===== src/rtl/arm_control_unit_pkg.sv =====
// Shared definitions for the ARM-subset control unit: sequencer states,
// instruction field encodings, ALU/immediate selects and condition evaluation.
package arm_ctrl_pkg;

    // Sequencer states: one-cycle execution, or stalled on a data-memory access
    typedef enum logic {
        RUN      = 1'b0,
        MEM_WAIT = 1'b1
    } seq_state_t;

    // Instr[27:26] op classes
    localparam logic [1:0] OP_DP  = 2'b00;
    localparam logic [1:0] OP_MEM = 2'b01;
    localparam logic [1:0] OP_BR  = 2'b10;
    localparam logic [1:0] OP_UND = 2'b11;

    // Data-processing cmd field (funct[4:1])
    localparam logic [3:0] CMD_AND = 4'b0000;
    localparam logic [3:0] CMD_SUB = 4'b0010;
    localparam logic [3:0] CMD_ADD = 4'b0100;
    localparam logic [3:0] CMD_CMP = 4'b1010;
    localparam logic [3:0] CMD_ORR = 4'b1100;

    // Condition field codes
    localparam logic [3:0] COND_EQ = 4'h0;
    localparam logic [3:0] COND_NE = 4'h1;
    localparam logic [3:0] COND_CS = 4'h2;
    localparam logic [3:0] COND_CC = 4'h3;
    localparam logic [3:0] COND_MI = 4'h4;
    localparam logic [3:0] COND_PL = 4'h5;
    localparam logic [3:0] COND_VS = 4'h6;
    localparam logic [3:0] COND_VC = 4'h7;
    localparam logic [3:0] COND_HI = 4'h8;
    localparam logic [3:0] COND_LS = 4'h9;
    localparam logic [3:0] COND_GE = 4'hA;
    localparam logic [3:0] COND_LT = 4'hB;
    localparam logic [3:0] COND_GT = 4'hC;
    localparam logic [3:0] COND_LE = 4'hD;
    localparam logic [3:0] COND_AL = 4'hE;
    localparam logic [3:0] COND_NV = 4'hF;

    // ALUControl encodings
    localparam logic [1:0] ALU_ADD = 2'b00;
    localparam logic [1:0] ALU_SUB = 2'b01;
    localparam logic [1:0] ALU_AND = 2'b10;
    localparam logic [1:0] ALU_ORR = 2'b11;

    // ImmSrc encodings
    localparam logic [1:0] IMM_8  = 2'b00;
    localparam logic [1:0] IMM_12 = 2'b01;
    localparam logic [1:0] IMM_24 = 2'b10;

    // Evaluate a condition field against an {N,Z,C,V} flag vector
    function automatic logic cond_holds(input logic [3:0] cond, input logic [3:0] nzcv);
        logic n, z, c, v;
        n = nzcv[3];
        z = nzcv[2];
        c = nzcv[1];
        v = nzcv[0];
        case (cond)
            COND_EQ: cond_holds = z;
            COND_NE: cond_holds = ~z;
            COND_CS: cond_holds = c;
            COND_CC: cond_holds = ~c;
            COND_MI: cond_holds = n;
            COND_PL: cond_holds = ~n;
            COND_VS: cond_holds = v;
            COND_VC: cond_holds = ~v;
            COND_HI: cond_holds = c & ~z;
            COND_LS: cond_holds = ~c | z;
            COND_GE: cond_holds = (n == v);
            COND_LT: cond_holds = (n != v);
            COND_GT: cond_holds = ~z & (n == v);
            COND_LE: cond_holds = z | (n != v);
            COND_AL: cond_holds = 1'b1;
            default: cond_holds = 1'b0;
        endcase
    endfunction

endpackage


===== src/rtl/arm_control_unit_if.sv =====
// Data-memory request/acknowledge port between the control unit and memory.
interface arm_control_unit_if;
    import arm_ctrl_pkg::*;

    logic mem_req;
    logic MemWrite;
    logic mem_ack;

    // Control unit side: issues the access, waits for ack
    modport master (
        output mem_req,
        output MemWrite,
        input  mem_ack
    );

    // Memory side: sees the access, answers with ack
    modport slave (
        input  mem_req,
        input  MemWrite,
        output mem_ack
    );

endinterface


===== src/rtl/arm_control_unit_cond_logic.sv =====
// NZCV flag register, condition evaluation and flag write enables.
module arm_cond_logic
    import arm_ctrl_pkg::*;
(
    input  logic       clk,
    input  logic       rst,
    input  logic [3:0] cond,
    input  logic [3:0] ALUFlags,
    input  logic       flag_nz_req,
    input  logic       flag_cv_req,
    input  logic       PCWrite,
    output logic       CondEx,
    output logic [3:0] flags_q
);

    logic [3:0] flag_we;

    // Condition is always judged against the stored flags, never the live ALU ones
    always_comb begin
        CondEx = cond_holds(cond, flags_q);
    end

    // NZ and CV groups load only for an executed, non-stalled flag-setting instruction
    always_comb begin
        flag_we      = 4'b0000;
        flag_we[3:2] = {2{flag_nz_req & CondEx & PCWrite}};
        flag_we[1:0] = {2{flag_cv_req & CondEx & PCWrite}};
    end

    genvar gi;
    generate
        for (gi = 0; gi < 4; gi++) begin : g_flag
            logic bit_reg;

            // One flag bit, loaded from the ALU when its group is enabled
            always_ff @(posedge clk or negedge rst) begin
                if (!rst) begin
                    bit_reg <= 1'b0;
                end else if (flag_we[gi]) begin
                    bit_reg <= ALUFlags[gi];
                end
            end

            assign flags_q[gi] = bit_reg;
        end
    endgenerate

endmodule


===== src/rtl/arm_control_unit.sv =====
// Control unit for the single-cycle ARM-subset datapath: instruction decode,
// conditional write gating and a RUN/MEM_WAIT sequencer that stalls the PC
// while a data-memory access waits for its acknowledge.
module arm_control_unit
    import arm_ctrl_pkg::*;
#(
    parameter int ACK_TIMEOUT = 15,
    parameter int TW          = 4    // 2**TW must exceed ACK_TIMEOUT
)
(
    input  logic               clk,
    input  logic               rst,
    input  logic [31:0]        Instr,
    input  logic [3:0]         ALUFlags,
    arm_control_unit_if.master mem,
    output logic [1:0]         RegSrc,
    output logic               RegWrite,
    output logic [1:0]         ImmSrc,
    output logic               ALUSrc,
    output logic [1:0]         ALUControl,
    output logic               MemtoReg,
    output logic               PCSrc,
    output logic               PCWrite,
    output logic               mem_err,
    output logic [3:0]         flags_q
);

    localparam logic [TW-1:0] TIMEOUT_CNT = TW'(ACK_TIMEOUT);

    // Instruction fields
    logic [3:0] cond;
    logic [1:0] op;
    logic [5:0] funct;
    logic [3:0] cmd;
    logic [3:0] rd;

    // Raw (ungated) decode results
    logic reg_write_raw;
    logic mem_write_raw;
    logic is_branch;
    logic is_mem;
    logic flag_nz_req;
    logic flag_cv_req;

    // Sequencer
    seq_state_t    state_reg, state_next;
    logic [TW-1:0] cnt_reg, cnt_next;
    logic          mem_err_reg;
    logic          err_set;
    logic          cond_ex;
    logic          mem_req_seq;
    logic          mem_write_seq;
    logic          reg_write_seq;
    logic          pc_write_seq;
    logic          pc_src_seq;

    // Operand/shift fields are datapath business; only the decode bits are used here
    logic unused_fields;
    assign unused_fields = ^{Instr[19:16], Instr[11:0]};

    assign cond  = Instr[31:28];
    assign op    = Instr[27:26];
    assign funct = Instr[25:20];
    assign cmd   = funct[4:1];
    assign rd    = Instr[15:12];

    // Decode op/funct into datapath selects and raw write requests
    always_comb begin
        RegSrc        = 2'b00;
        ImmSrc        = IMM_8;
        ALUSrc        = 1'b0;
        ALUControl    = ALU_ADD;
        MemtoReg      = 1'b0;
        reg_write_raw = 1'b0;
        mem_write_raw = 1'b0;
        is_branch     = 1'b0;
        is_mem        = 1'b0;
        flag_nz_req   = 1'b0;
        flag_cv_req   = 1'b0;
        case (op)
            OP_DP: begin
                ALUSrc = funct[5];
                case (cmd)
                    CMD_ADD: begin
                        ALUControl    = ALU_ADD;
                        reg_write_raw = 1'b1;
                        flag_nz_req   = funct[0];
                        flag_cv_req   = funct[0];
                    end
                    CMD_SUB: begin
                        ALUControl    = ALU_SUB;
                        reg_write_raw = 1'b1;
                        flag_nz_req   = funct[0];
                        flag_cv_req   = funct[0];
                    end
                    CMD_AND: begin
                        ALUControl    = ALU_AND;
                        reg_write_raw = 1'b1;
                        flag_nz_req   = funct[0];
                    end
                    CMD_ORR: begin
                        ALUControl    = ALU_ORR;
                        reg_write_raw = 1'b1;
                        flag_nz_req   = funct[0];
                    end
                    CMD_CMP: begin
                        // Compare only sets flags; S is implied
                        ALUControl  = ALU_SUB;
                        flag_nz_req = 1'b1;
                        flag_cv_req = 1'b1;
                    end
                    default: begin
                        // Unsupported cmd behaves as a NOP
                    end
                endcase
            end
            OP_MEM: begin
                is_mem        = 1'b1;
                ALUControl    = funct[3] ? ALU_ADD : ALU_SUB;
                ALUSrc        = 1'b1;
                ImmSrc        = IMM_12;
                RegSrc        = funct[0] ? 2'b00 : 2'b10;
                MemtoReg      = funct[0];
                reg_write_raw = funct[0];
                mem_write_raw = ~funct[0];
            end
            OP_BR: begin
                is_branch  = 1'b1;
                RegSrc     = 2'b01;
                ImmSrc     = IMM_24;
                ALUSrc     = 1'b1;
                ALUControl = ALU_ADD;
            end
            default: begin
                // Undefined class: all writes stay suppressed
            end
        endcase
    end

    arm_cond_logic u_cond_logic (
        .clk         (clk),
        .rst         (rst),
        .cond        (cond),
        .ALUFlags    (ALUFlags),
        .flag_nz_req (flag_nz_req),
        .flag_cv_req (flag_cv_req),
        .PCWrite     (PCWrite),
        .CondEx      (cond_ex),
        .flags_q     (flags_q)
    );

    // Next-state and strobe generation for the memory-access sequencer
    always_comb begin
        state_next    = state_reg;
        cnt_next      = cnt_reg;
        err_set       = 1'b0;
        mem_req_seq   = 1'b0;
        mem_write_seq = 1'b0;
        pc_write_seq  = 1'b1;
        reg_write_seq = cond_ex & reg_write_raw;
        pc_src_seq    = cond_ex & (is_branch | (reg_write_raw & (rd == 4'd15)));
        case (state_reg)
            RUN: begin
                if (is_mem && cond_ex) begin
                    mem_req_seq   = 1'b1;
                    mem_write_seq = mem_write_raw;
                    if (!mem.mem_ack) begin
                        // No same-cycle ack: stall and hold the request
                        state_next    = MEM_WAIT;
                        cnt_next      = '0;
                        pc_write_seq  = 1'b0;
                        reg_write_seq = 1'b0;
                        pc_src_seq    = 1'b0;
                    end
                end
            end
            MEM_WAIT: begin
                // The instruction was committed on entry, so raw strobes apply
                mem_req_seq   = 1'b1;
                mem_write_seq = mem_write_raw;
                reg_write_seq = reg_write_raw;
                pc_src_seq    = reg_write_raw & (rd == 4'd15);
                if (mem.mem_ack) begin
                    state_next = RUN;
                    cnt_next   = '0;
                end else if (cnt_reg == TIMEOUT_CNT) begin
                    // Abandon the access: skip the instruction, flag the error
                    state_next    = RUN;
                    cnt_next      = '0;
                    err_set       = 1'b1;
                    reg_write_seq = 1'b0;
                    pc_src_seq    = 1'b0;
                end else begin
                    cnt_next      = cnt_reg + 1'b1;
                    pc_write_seq  = 1'b0;
                    reg_write_seq = 1'b0;
                    pc_src_seq    = 1'b0;
                end
            end
            default: begin
                state_next = RUN;
            end
        endcase
    end

    // Sequencer state, wait counter and sticky error
    always_ff @(posedge clk or negedge rst) begin
        if (!rst) begin
            state_reg   <= RUN;
            cnt_reg     <= '0;
            mem_err_reg <= 1'b0;
        end else begin
            state_reg   <= state_next;
            cnt_reg     <= cnt_next;
            mem_err_reg <= mem_err_reg | err_set;
        end
    end

    // Access and write strobes are held off for as long as reset is asserted
    assign mem.mem_req  = rst & mem_req_seq;
    assign mem.MemWrite = rst & mem_write_seq;
    assign RegWrite     = rst & reg_write_seq;
    assign PCWrite      = rst & pc_write_seq;
    assign PCSrc        = pc_src_seq;
    assign mem_err      = mem_err_reg;

endmodule


===== src/flat_wrapper.sv =====
// flat-port wrapper written by rule: the top's interface ports become plain ports
module arm_control_unit_flat import arm_ctrl_pkg::*;
#(
    parameter int ACK_TIMEOUT = 15,
    parameter int TW          = 4                                    
)
  (clk, rst, Instr, ALUFlags, RegSrc, RegWrite, ImmSrc, ALUSrc, ALUControl, MemtoReg, PCSrc, PCWrite, mem_err, flags_q, mem_mem_req, mem_MemWrite, mem_mem_ack);
  arm_control_unit_if mem_i ();
  input  logic clk;
  input  logic rst;
  input  logic [31:0] Instr;
  input  logic [3:0] ALUFlags;
  output logic [1:0] RegSrc;
  output logic RegWrite;
  output logic [1:0] ImmSrc;
  output logic ALUSrc;
  output logic [1:0] ALUControl;
  output logic MemtoReg;
  output logic PCSrc;
  output logic PCWrite;
  output logic mem_err;
  output logic [3:0] flags_q;
  output wire logic [$bits(mem_i.mem_req)-1:0] mem_mem_req;
  output wire logic [$bits(mem_i.MemWrite)-1:0] mem_MemWrite;
  input wire logic [$bits(mem_i.mem_ack)-1:0] mem_mem_ack;
  assign mem_mem_req = mem_i.mem_req;
  assign mem_MemWrite = mem_i.MemWrite;
  assign mem_i.mem_ack = mem_mem_ack;
  arm_control_unit #(.ACK_TIMEOUT(ACK_TIMEOUT), .TW(TW)) u_core (.clk(clk), .rst(rst), .Instr(Instr), .ALUFlags(ALUFlags), .mem(mem_i), .RegSrc(RegSrc), .RegWrite(RegWrite), .ImmSrc(ImmSrc), .ALUSrc(ALUSrc), .ALUControl(ALUControl), .MemtoReg(MemtoReg), .PCSrc(PCSrc), .PCWrite(PCWrite), .mem_err(mem_err), .flags_q(flags_q));
endmodule

===== config.mk =====
export PLATFORM = sky130hd
export DESIGN_NAME = arm_control_unit_flat
export DESIGN_NICKNAME = d
export VERILOG_FILES = /design/src/rtl/arm_control_unit_pkg.sv /design/src/rtl/arm_control_unit_if.sv /design/src/rtl/arm_control_unit_cond_logic.sv /design/src/rtl/arm_control_unit.sv /design/src/flat_wrapper.sv
export SDC_FILE = /design/constraint.sdc
export NUM_CORES = 1
export LEC_CHECK = 0
export BUFFER_PORTS_ARGS = -buffer_cell sky130_fd_sc_hd__buf_2
export CORE_MARGIN = 10
export CORE_UTILIZATION = 43
export DETAILED_ROUTE_END_ITERATION = 6
export PLACE_DENSITY = 0.76
export SLEW_MARGIN = 20
export SYNTH_ARGS = -nofsm -noshare
export SYNTH_HDL_FRONTEND = slang
export SYNTH_HIERARCHICAL = 1
export SYNTH_SLANG_ARGS = --single-unit

===== constraint.sdc =====
create_clock -name clk -period 4 [get_ports clk]
set_input_delay 1.2 -clock clk [delete_from_list [all_inputs] [get_ports clk]]
set_output_delay 1.2 -clock clk [all_outputs]
set_load 0.05 [all_outputs]

==> flow_metrics.env <==
export IMPL_wl_per_cell_um=14.9
export IMPL_crit_required_ns=2.80
export IMPL_ys_top_cells_by_count="dfrtp_1, inv_1, a21oi_1"
export IMPL_drt_total_wl_mm=2.87
export IMPL_ys_seq_area_share_pct=25.9
export IMPL_drv_cap=0
export IMPL_ctsHoldBuffers=0
export IMPL_final_nets=210
export IMPL_detailroute_via_count=1065
export IMPL_critical_path_class="primary input to primary output"
export IMPL_layout_drive_gt1_share_pct=43.6
export IMPL_crit_slowest_cell="a211oi_4"
export IMPL_hold_slack_ns=0.455
export IMPL_synth_fa_ha_area_share_pct=6.47
export IMPL_antenna_found_initial=0
export IMPL_io_pins=57
export IMPL_synth_top_area_cell="dfrtp_1"
export IMPL_via_per_inst=5.52
export IMPL_synth_edf_count=0
export IMPL_rows=17
export IMPL_max_vdd_ir_drop_v=0.000196
export IMPL_finalCriticalPeriod_ns=4.01
export IMPL_grt_pass1_vias=1102
export IMPL_synth_ff_type="dfrtp_1"
export IMPL_cts_path_max_buffers=2
export IMPL_ff2ff_path_depth=12
export IMPL_setup_violations=1
export IMPL_fp_dieH_um=67.4
export IMPL_dp_hpwl_mm=2.31
export IMPL_core_um2=2170
export IMPL_synth_cells=117
export IMPL_violations="setup timing"
export IMPL_area_growth_pct=43.7
export IMPL_worst_slew_pin_transition_ns=0.344
export IMPL_clkTransAtPathRegs_ns=0.06
export IMPL_end_kind="primary output"
export IMPL_rsz0062_at_grt="true"
export IMPL_skew_ns=0.00241
export IMPL_synthTopCellsByArea="dfrtp_1, ha_1, a21oi_1"
export IMPL_post_synth_xor_area_fraction_pct=2.72
export IMPL_groute_usage_overall_pct=12.2
export IMPL_htree_levels=1
export IMPL_hold_depth=1
export IMPL_initialDrtViolationCount=56
export IMPL_p_leak_nw=0.664
export IMPL_cp_arrival_ns=2.81
export IMPL_port_buffers=40
export IMPL_place_gp_congestion=0.775
export IMPL_syn_area_per_cell_um2=8.27
export IMPL_ys_ff_latch=10
export IMPL_die_area_um2=4550
export IMPL_power_density_nw_per_um2=304
export IMPL_cp_cell_sequence="buf_2, or2b_1, o22ai_1, a221oi_2, o211a_1, inv_2, a21oi_4, a211oi_4, nor2b_4, buf_6"
export IMPL_synthArstFlopShare_pct=100
export IMPL_grt_start_max_net_pins=14
export IMPL_drc_errors=0
export IMPL_slew_violations=0
export IMPL_layoutNonFillerInstCount=193
export IMPL_worst_path_largest_cell_delay_ns=0.28
export IMPL_status="complete, but fails checks"
export IMPL_insertedDiodeCount=0
export IMPL_start_util_pct=44.6
export IMPL_synth_compound_area_share_pct=28.2
export IMPL_synthMuxAreaShare_pct=4.27
export IMPL_die_x_um=67.4
export IMPL_fmax_ghz=0.249
export IMPL_crit_path_start_kind="primary input"
export IMPL_cts_buffers=3
export IMPL_synth_top_area_share_pct=25.9
export IMPL_overflow=0
export IMPL_cts_sinks=10
export IMPL_ys_warnings_count=6
export IMPL_critPathMaxFanout=4
export IMPL_cts_root_buf="clkbuf_4"
export IMPL_min_path_type="flip-flop to flip-flop"
export IMPL_fin_ws_ns=-0.00938
export IMPL_synth_nets=161
export IMPL_dp_cells=187
export IMPL_syn_area_um2=967
export IMPL_synth_top_family_by_area="compound AO/OA/AOI/OAI gates"
export IMPL_period_share_pct=100
export IMPL_cts_tree="built"
export IMPL_maxSlewHeadroom_pct=77.1
export IMPL_final_hold_viol_count=0
export IMPL_ant_nets=0
export IMPL_grt_pass1_wl_mm=4.59
export IMPL_clk_latency_ns=0.26
export IMPL_synth_simple_area_share_pct=23.5
export IMPL_ys_types=40
export IMPL_first_pass_iters=4
[per-stage QoR]
step | instance area [µm²] | setup WS (ns) | util [%] | setup TNS, ns | power [W]
5_1_grt | 1390 | -0.0638 | 64.1 | -0.135 | 0.000444
3_5_place_dp | 1260 | -0.215 | 58.2 | -0.523 | 0.000319
4_1_cts | 1350 | 0.00996 | 62.2 | 0 | 0.000419
2_1_floorplan | 1000 | -0.0769 | - | -0.108 | 0.000268
6_report | 1390 | -0.00938 | 64.1 | -0.00938 | 0.000422
3_3_place_gp | 1260 | -0.157 | 58.2 | -0.345 | 0.000312
[power breakdown]
part / leakage [nW] / internal [W] / switching [W]
Clock: 0.0210 / 0.0000552 / 0.0000338
Combinational: 0.507 / 0.0000753 / 0.000124
Sequential: 0.135 / 0.000114 / 0.0000196
Total: 0.664 / 0.000245 / 0.000178
[worst max-delay path: cells and delay by family]
family / cells / cell delay [ns]
AO/OA/AOI/OAI: 5 / 0.91
buffers and inverters: 3 / 0.38
AND/OR/NAND/NOR: 2 / 0.32
[cell type report]
class | count | area [µm²]
clock buffer | 4 | 36.3
fill | 198 | 779
inverter | 10 | 37.5
tap | 28 | 35.0
sequential | 10 | 250
timing repair buffer | 50 | 330
multi-input combinational | 91 | 701
[routing by layer]
layer,up-vias,GRT usage (%),routed length (µm)
li1,526,-,-
met1,500,12.8,1160
met2,39,22.2,1440
met3,0,4.63,277
met4,0,3.59,0
met5,-,0,0
[logic make-up (layout without fill, tap and decap cells)]
kind of cell / count (synthesis) / in the layout
DFF: 10 / 10
AOI/OAI and AO/OA: 39 / 39
and+or+nand+nor: 40 / 40
muxes: 4 / 4
xor gates and xnor gates: 3 / 3
buffers and inverters: 16 / 64
adders and majority gates: 5 / 5
[cell usage in the layout (no fill, tap or decap), drive strengths merged, types with 5 or more instances in the layout]
cell    n
buf    50
nand2   7
a21oi   9
dfrtp  10
o31ai   5
o22ai   6
inv    10
ha      5
nor2b   6
nand3   8
[path summary, 6_finish.rpt]
path | startpoint | end | slack, ns
min in group asynchronous | rst | u_core/cnt_reg[2]$_DFFE_PN0P_ | 0.81
max in group asynchronous | rst | u_core/state_reg$_DFF_PN0_ | 2.98
worst min register to register | u_core/mem_err$_DFF_PN0_ | u_core/mem_err$_DFF_PN0_ | 0.45
worst min-delay path | u_core/mem_err$_DFF_PN0_ | u_core/mem_err$_DFF_PN0_ | 0.45
worst max register to register | u_core/u_cond_logic/g_flag[3].bit_reg$_DFFE_PN0P_ | u_core/u_cond_logic/g_flag[3].bit_reg$_DFFE_PN0P_ | 1.28
worst max-delay path | Instr[31] | PCWrite | -0.009
[repair_timing]
item,in CTS,in global routing
pin swaps,2,9
resized for setup,9,10
gates cloned,0,0
setup buffers,1,1
setup endpoints to repair,4,4
(Power assumes the default switching activity.)
